===== config.mk =====
export PLATFORM = sky130hd
export DESIGN_NAME = homo_result_reader
export DESIGN_NICKNAME = d
export VERILOG_FILES = /design/src/rtl/homo_result_reader_pkg.sv /design/src/rtl/homo_result_reader_sync_fifo.sv /design/src/rtl/homo_result_reader.sv
export SDC_FILE = /design/constraint.sdc
export NUM_CORES = 1
export LEC_CHECK = 0
export BUFFER_PORTS_ARGS = -buffer_cell sky130_fd_sc_hd__buf_2
export CORE_ASPECT_RATIO = 1.2
export CORE_MARGIN = 8
export CORE_UTILIZATION = 40
export CTS_BUF_LIST = sky130_fd_sc_hd__clkbuf_4 sky130_fd_sc_hd__clkbuf_8
export DETAILED_ROUTE_END_ITERATION = 8
export PLACE_DENSITY_LB_ADDON = 0.15
export SYNTH_ARGS = -nofsm -noshare
export SYNTH_HDL_FRONTEND = slang
export SYNTH_SLANG_ARGS = --single-unit
export TNS_END_PERCENT = 50

===== constraint.sdc =====
create_clock -name CLK -period 3.01 [get_ports CLK]
set_input_delay 0.301 -clock CLK [delete_from_list [all_inputs] [get_ports CLK]]
set_output_delay 0.301 -clock CLK [all_outputs]
set_load 0.03 [all_outputs]

===== src/rtl/homo_result_reader_pkg.sv =====
// Shared definitions for the homomorphic result reader: default sizes and
// the bit layout software uses when it packs the status flags into a word.
package homo_result_reader_pkg;

    localparam int HRR_DW    = 32;
    localparam int HRR_DEPTH = 16;
    localparam int HRR_AW    = 4;

    localparam int STAT_EMPTY_BIT     = 0;
    localparam int STAT_FULL_BIT      = 1;
    localparam int STAT_OVERFLOW_BIT  = 2;
    localparam int STAT_UNDERFLOW_BIT = 3;

    // Pack the four status flags into the CPU-visible nibble.
    function automatic logic [3:0] pack_status(
        input logic empty,
        input logic full,
        input logic overflow,
        input logic underflow
    );
        logic [3:0] s;
        s                     = 4'b0000;
        s[STAT_EMPTY_BIT]     = empty;
        s[STAT_FULL_BIT]      = full;
        s[STAT_OVERFLOW_BIT]  = overflow;
        s[STAT_UNDERFLOW_BIT] = underflow;
        return s;
    endfunction

endpackage


===== src/rtl/homo_result_reader_sync_fifo.sv =====
// Synchronous FIFO: storage, pointers, registered occupancy and the
// push/pop acceptance rules. A push into a full FIFO is still accepted
// when a pop is accepted in the same cycle; a pop on empty is refused
// even if a push arrives together with it (no bypass).
module sync_fifo
    import homo_result_reader_pkg::*;
#(
    parameter int DEPTH = HRR_DEPTH,
    parameter int DW    = HRR_DW,
    parameter int AW    = HRR_AW
) (
    input  logic          i_clk,
    input  logic          i_rst_n,
    input  logic          i_push,
    input  logic [DW-1:0] i_wdata,
    input  logic          i_pop,
    output logic [DW-1:0] o_rdata,
    output logic          o_push_ok,
    output logic          o_pop_ok,
    output logic [AW:0]   o_count,
    output logic          o_empty,
    output logic          o_full
);

    localparam logic [AW:0] C_DEPTH = (AW+1)'(DEPTH);

    logic [DW-1:0] r_mem [DEPTH];
    logic [AW-1:0] r_wr_ptr;
    logic [AW-1:0] r_rd_ptr;
    logic [AW:0]   r_count;
    logic          r_empty;
    logic          r_full;

    logic          w_push_ok;
    logic          w_pop_ok;
    logic [AW:0]   w_count_nxt;

    // Acceptance of this cycle's push/pop and the resulting occupancy.
    always_comb begin
        w_pop_ok    = 1'b0;
        w_push_ok   = 1'b0;
        w_count_nxt = r_count;
        w_pop_ok    = i_pop && !r_empty;
        w_push_ok   = i_push && (!r_full || w_pop_ok);
        case ({w_push_ok, w_pop_ok})
            2'b10:   w_count_nxt = r_count + (AW+1)'(1);
            2'b01:   w_count_nxt = r_count - (AW+1)'(1);
            default: w_count_nxt = r_count;
        endcase
    end

    // Storage write; contents are left untouched by reset.
    always_ff @(posedge i_clk) begin
        if (i_rst_n && w_push_ok) begin
            r_mem[r_wr_ptr] <= i_wdata;
        end
    end

    // Pointers and registered occupancy/empty/full; pointers wrap naturally.
    always_ff @(posedge i_clk) begin
        if (!i_rst_n) begin
            r_wr_ptr <= '0;
            r_rd_ptr <= '0;
            r_count  <= '0;
            r_empty  <= 1'b1;
            r_full   <= 1'b0;
        end else begin
            if (w_push_ok) begin
                r_wr_ptr <= r_wr_ptr + AW'(1);
            end
            if (w_pop_ok) begin
                r_rd_ptr <= r_rd_ptr + AW'(1);
            end
            r_count <= w_count_nxt;
            r_empty <= (w_count_nxt == (AW+1)'(0));
            r_full  <= (w_count_nxt == C_DEPTH);
        end
    end

    assign o_rdata   = r_mem[r_rd_ptr];
    assign o_push_ok = w_push_ok;
    assign o_pop_ok  = w_pop_ok;
    assign o_count   = r_count;
    assign o_empty   = r_empty;
    assign o_full    = r_full;

endmodule


===== src/rtl/homo_result_reader.sv =====
// Consumer end of the homomorphic core's output stream. Buffers words in a
// FIFO, exposes a latency-1 registered read port to the CPU, and keeps
// sticky overflow/underflow flags plus a running accepted-word total.
module homo_result_reader
    import homo_result_reader_pkg::*;
#(
    parameter int DEPTH = HRR_DEPTH,
    parameter int AW    = HRR_AW,
    parameter int DW    = HRR_DW
) (
    input  logic          CLK,
    input  logic          RST,
    input  logic [DW-1:0] in_data,
    input  logic          in_we,
    input  logic          rd_req,
    output logic [DW-1:0] rd_data,
    output logic          rd_valid,
    input  logic          flag_clr,
    output logic [AW:0]   count,
    output logic          empty,
    output logic          full,
    output logic          overflow,
    output logic          underflow,
    output logic [31:0]   total
);

    logic [DW-1:0] w_fifo_rdata;
    logic          w_push_ok;
    logic          w_pop_ok;
    logic [AW:0]   w_count;
    logic          w_empty;
    logic          w_full;
    logic          w_ovf_set;
    logic          w_udf_set;

    logic [DW-1:0] r_rd_data;
    logic          r_rd_valid;
    logic          r_overflow;
    logic          r_underflow;
    logic [31:0]   r_total;

    sync_fifo #(
        .DEPTH (DEPTH),
        .DW    (DW),
        .AW    (AW)
    ) u_fifo (
        .i_clk     (CLK),
        .i_rst_n   (RST),
        .i_push    (in_we),
        .i_wdata   (in_data),
        .i_pop     (rd_req),
        .o_rdata   (w_fifo_rdata),
        .o_push_ok (w_push_ok),
        .o_pop_ok  (w_pop_ok),
        .o_count   (w_count),
        .o_empty   (w_empty),
        .o_full    (w_full)
    );

    // Flag-setting events: a refused write or a refused read this cycle.
    always_comb begin
        w_ovf_set = 1'b0;
        w_udf_set = 1'b0;
        w_ovf_set = in_we && !w_push_ok;
        w_udf_set = rd_req && !w_pop_ok;
    end

    // Registered read port: one-cycle valid pulse, data held between pops.
    always_ff @(posedge CLK) begin
        if (!RST) begin
            r_rd_data  <= '0;
            r_rd_valid <= 1'b0;
        end else begin
            r_rd_valid <= w_pop_ok;
            if (w_pop_ok) begin
                r_rd_data <= w_fifo_rdata;
            end
        end
    end

    // Sticky flags; a new event in the same cycle as a clear wins.
    always_ff @(posedge CLK) begin
        if (!RST) begin
            r_overflow  <= 1'b0;
            r_underflow <= 1'b0;
        end else begin
            if (w_ovf_set) begin
                r_overflow <= 1'b1;
            end else if (flag_clr) begin
                r_overflow <= 1'b0;
            end
            if (w_udf_set) begin
                r_underflow <= 1'b1;
            end else if (flag_clr) begin
                r_underflow <= 1'b0;
            end
        end
    end

    // Accepted-word counter; wraps silently at 2^32.
    always_ff @(posedge CLK) begin
        if (!RST) begin
            r_total <= 32'd0;
        end else if (w_push_ok) begin
            r_total <= r_total + 32'd1;
        end
    end

    assign rd_data   = r_rd_data;
    assign rd_valid  = r_rd_valid;
    assign count     = w_count;
    assign empty     = w_empty;
    assign full      = w_full;
    assign overflow  = r_overflow;
    assign underflow = r_underflow;
    assign total     = r_total;

endmodule


==> impl_metrics.toml <==
[outcome]
status = "finished clean"

[sta]
max_freq_mhz = 381.8
setup_viol = 0
slew_headroom = 0.5548
fin_skew_ns = 0.03586
slew_violations = 0
finalCritPeriodShare = 0.8702
hold_viol = 0
whs_ns = 0.1736
grt_setup_unrepaired = "no"
period_needed_ns = 2.619
tightest_slew_ns = 0.6678

[yosys]
synth_common_cells = "edfxtp_1, mux4_2, nor2_1, dfxtp_1, mux2i_1"
synth_area_leaders = "edfxtp_1, mux4_2, dfxtp_1, mux2i_1, nor2_1"
ys.warnings.count = 0
netlist_instances = 1186
yosysMostFrequentCell = "edfxtp_1"
syn_area_um2 = 22750
avgSynthCellArea_um2 = 19.18
syn_nets = 1233
ys_async_sr_fraction = 0
seq_area_frac_synth = 0.7481
synth-main-ff-cell = "edfxtp_1"
yosysTopAreaCellShare = 0.6759
yosysTopAreaCell = "edfxtp_1"
synth_seq_cells = 594
yosys.cell_types.count = 48
synth_edf_count = 512

[pwr]
p_per_area_nw_per_um2 = 659.8
peakVddDrop_mv = 0.3529
totalPowerFinal_mw = 17.77
leakagePower_nw = 8.686

[grt]
grt_overflow_total = 0
grt_pass1_wl_um = 77280
grt_max_degree = 45
grt_use_total = 0.1593
grt_pass1_vias = 12400
grt_antenna_before_repair = 2

[worst_setup_path]
critPathCaptureType = "flip-flop"
timing.rr.start = "u_fifo.o_empty$_SDFF_PN1_"
rrSetupSlack_ns = 0.39
cp-startpoint = "u_fifo.o_empty$_SDFF_PN1_"
ff2ff_path_depth = 11
crit_type = "flip-flop to flip-flop"
crit_path_start_kind = "flip-flop"
required_ns = 3.59
cp_max_fo = 8
r2r_end = "u_fifo.o_full$_SDFF_PN0_"
critical_path.endpoint = "u_fifo.o_full$_SDFF_PN0_"
worstPathArrival_ns = 3.20

[job]
drv_cap = 0

[cts]
cts_tree = "done"
cts_buffers = 96
clk_path_buf_depth = 3
root_buffer = "clkbuf_8"
path_clk_slew_ns = 0.06
cts_resized = 0
h-tree-depth = 3
clock_sinks = 594
insertion_delay_ns = 0.69

[route]
vias = 11700
avgRoutedWirePerCell_um = 22.86
avgViaCountPerCell = 5.245
dr.first_iter.drc_count = 785
firstDrtPassIters = 5
drc = 0
ant_nets = 0
drt-total-wl_um = 51000

[die]
start_util = 0.4054
core_area_um2 = 56100
io_pins = 111
die-area_um2 = 64780
die_x_um = 233.7
rows = 95
die_h_um = 277.2

[cells_and_area]
area_growth_pct = 18.41
nNetsFinal = 1468
drive_gt1_frac = 0.3154
fin_area_um2 = 26930

[placement]
io_buffers = 110
dpl.hpwl_um = 29940
gp_congestion = 0.7678
placed_cell_area_um2 = 24600

[hold_path]
hold_path_class = "primary input to flip-flop"
whs_path_depth = 4
[where the power goes]
group          switching, mW  leakage (nW)  internal [mW]
clock                   3.14          1.04           3.82
sequential             0.128          5.28           9.07
combinational          0.859          2.37          0.753
total                   4.13          8.69           13.6
[layer usage]
layer | vias up | wire length, µm | track usage
li1 | 5268 | - | -
met1 | 6117 | 22110 | 0.2097
met2 | 268 | 25470 | 0.2623
met3 | 47 | 2747 | 0.03545
met4 | 2 | 665 | 0.04620
met5 | - | 12 | 0
[through the flow]
stage	TNS, ns	utilization	instances	setup WS (ns)
finish	0	0.4801	2231	0.3907
floorplan	-100.15	-	1186	-0.2700
detailed placement	0	0.4385	2013	0.3846
global route	0	0.4801	2231	0.1211
CTS	0	0.4800	2230	0.3785
global placement	0	0.4385	2013	0.4118
[cell usage in the layout (no fill, tap or decap), types with 6 or more instances in the layout]
cell type | netlist | final
o31ai_1 | 7 | 7
nand3_1 | 11 | 11
clkbuf_8 | 0 | 102
dfxtp_1 | 82 | 79
clkinv_1 | 1 | 23
buf_2 | 18 | 110
ha_1 | 10 | 10
and3_1 | 6 | 6
or4_1 | 8 | 8
inv_1 | 9 | 9
xnor2_1 | 17 | 17
mux4_2 | 128 | 128
buf_4 | 0 | 39
a21oi_1 | 48 | 48
edfxtp_1 | 512 | 512
nand4_1 | 8 | 8
buf_12 | 0 | 11
nor4_1 | 7 | 7
dlygate4sd3_1 | 0 | 37
o21ai_0 | 38 | 38
mux2i_1 | 67 | 67
nor2_4 | 0 | 17
nor2_1 | 84 | 67
nand2_1 | 24 | 24
clkinv_2 | 0 | 7
xor2_1 | 12 | 12
clkbuf_4 | 0 | 39
[timing repair]
action	CTS	global route
setup endpoints to repair	0	0
hold buffers	37	0
endpoints found under the hold margin	518	0
buffers inserted	0	0
[cell type report]
class                           count  area [µm²]
Timing Repair Buffer              197        1434
Sequential cell                   594       17030
Clock buffer                      141        1697
Multi-Input combinational cell    522        5565
Tap cell                          727       909.6
Fill cell                        4812       29170
Inverter                           10       37.54
Clock inverter                     39       260.3
Antenna cell                        1       2.502
[registers in the layout, summed over array words and instances, names as in the netlist]
name,cells
u_fifo.o_count,5
u_fifo.o_full,1
u_fifo.r_mem,512
u_fifo.r_wr_ptr,4
u_fifo.r_rd_ptr,4
underflow,1
total,32
rd_data,32
u_fifo.o_empty,1
overflow,1
rd_valid,1
[worst max-delay path, stage by stage, from the launching register on]
cell,delay [ns]
dfxtp_1,0.33
nand2b_4,0.19
a21oi_1,0.21
inv_1,0.08
ha_1,0.29
xor2_1,0.20
ha_1,0.22
a21oi_1,0.15
nor2b_1,0.09
o31a_1,0.29
nor3_1,0.26
nor4bb_1,0.23
[cell families (layout without fill, tap and decap cells)]
| family | after synthesis | after routing | synth area share |
|---|---|---|---|
| adder cells (fa/ha/maj) | 10 | 10 | 0.005501 |
| multiplexers | 195 | 195 | 0.1562 |
| other | 0 | 1 | 0 |
| AND/OR/NAND/NOR | 183 | 183 | 0.03972 |
| buffers and inverters | 70 | 387 | 0.01287 |
| AO/OA/AOI/OAI | 105 | 105 | 0.02640 |
| flip-flops | 594 | 594 | 0.7481 |
| XOR/XNOR | 29 | 29 | 0.01117 |
[worst min path at each step]
stage / startpoint / endpoint / slack (ns)
final: in_we / total[4]$_SDFFE_PN0P_ / 0.17
after global routing: in_we / total[4]$_SDFFE_PN0P_ / 0.14
after CTS: in_we / total[4]$_SDFFE_PN0P_ / 0.09
after detailed placement: rd_data[13]$_SDFFE_PN0P_ / rd_data[13]$_SDFFE_PN0P_ / 0.46
after global placement: rd_data[8]$_SDFFE_PN0P_ / rd_data[8]$_SDFFE_PN0P_ / 0.45
after floorplan: in_data[0] / u_fifo.r_mem[0][0]$_DFFE_PP_ / 0.40
Power figures use the tool's default switching activity.
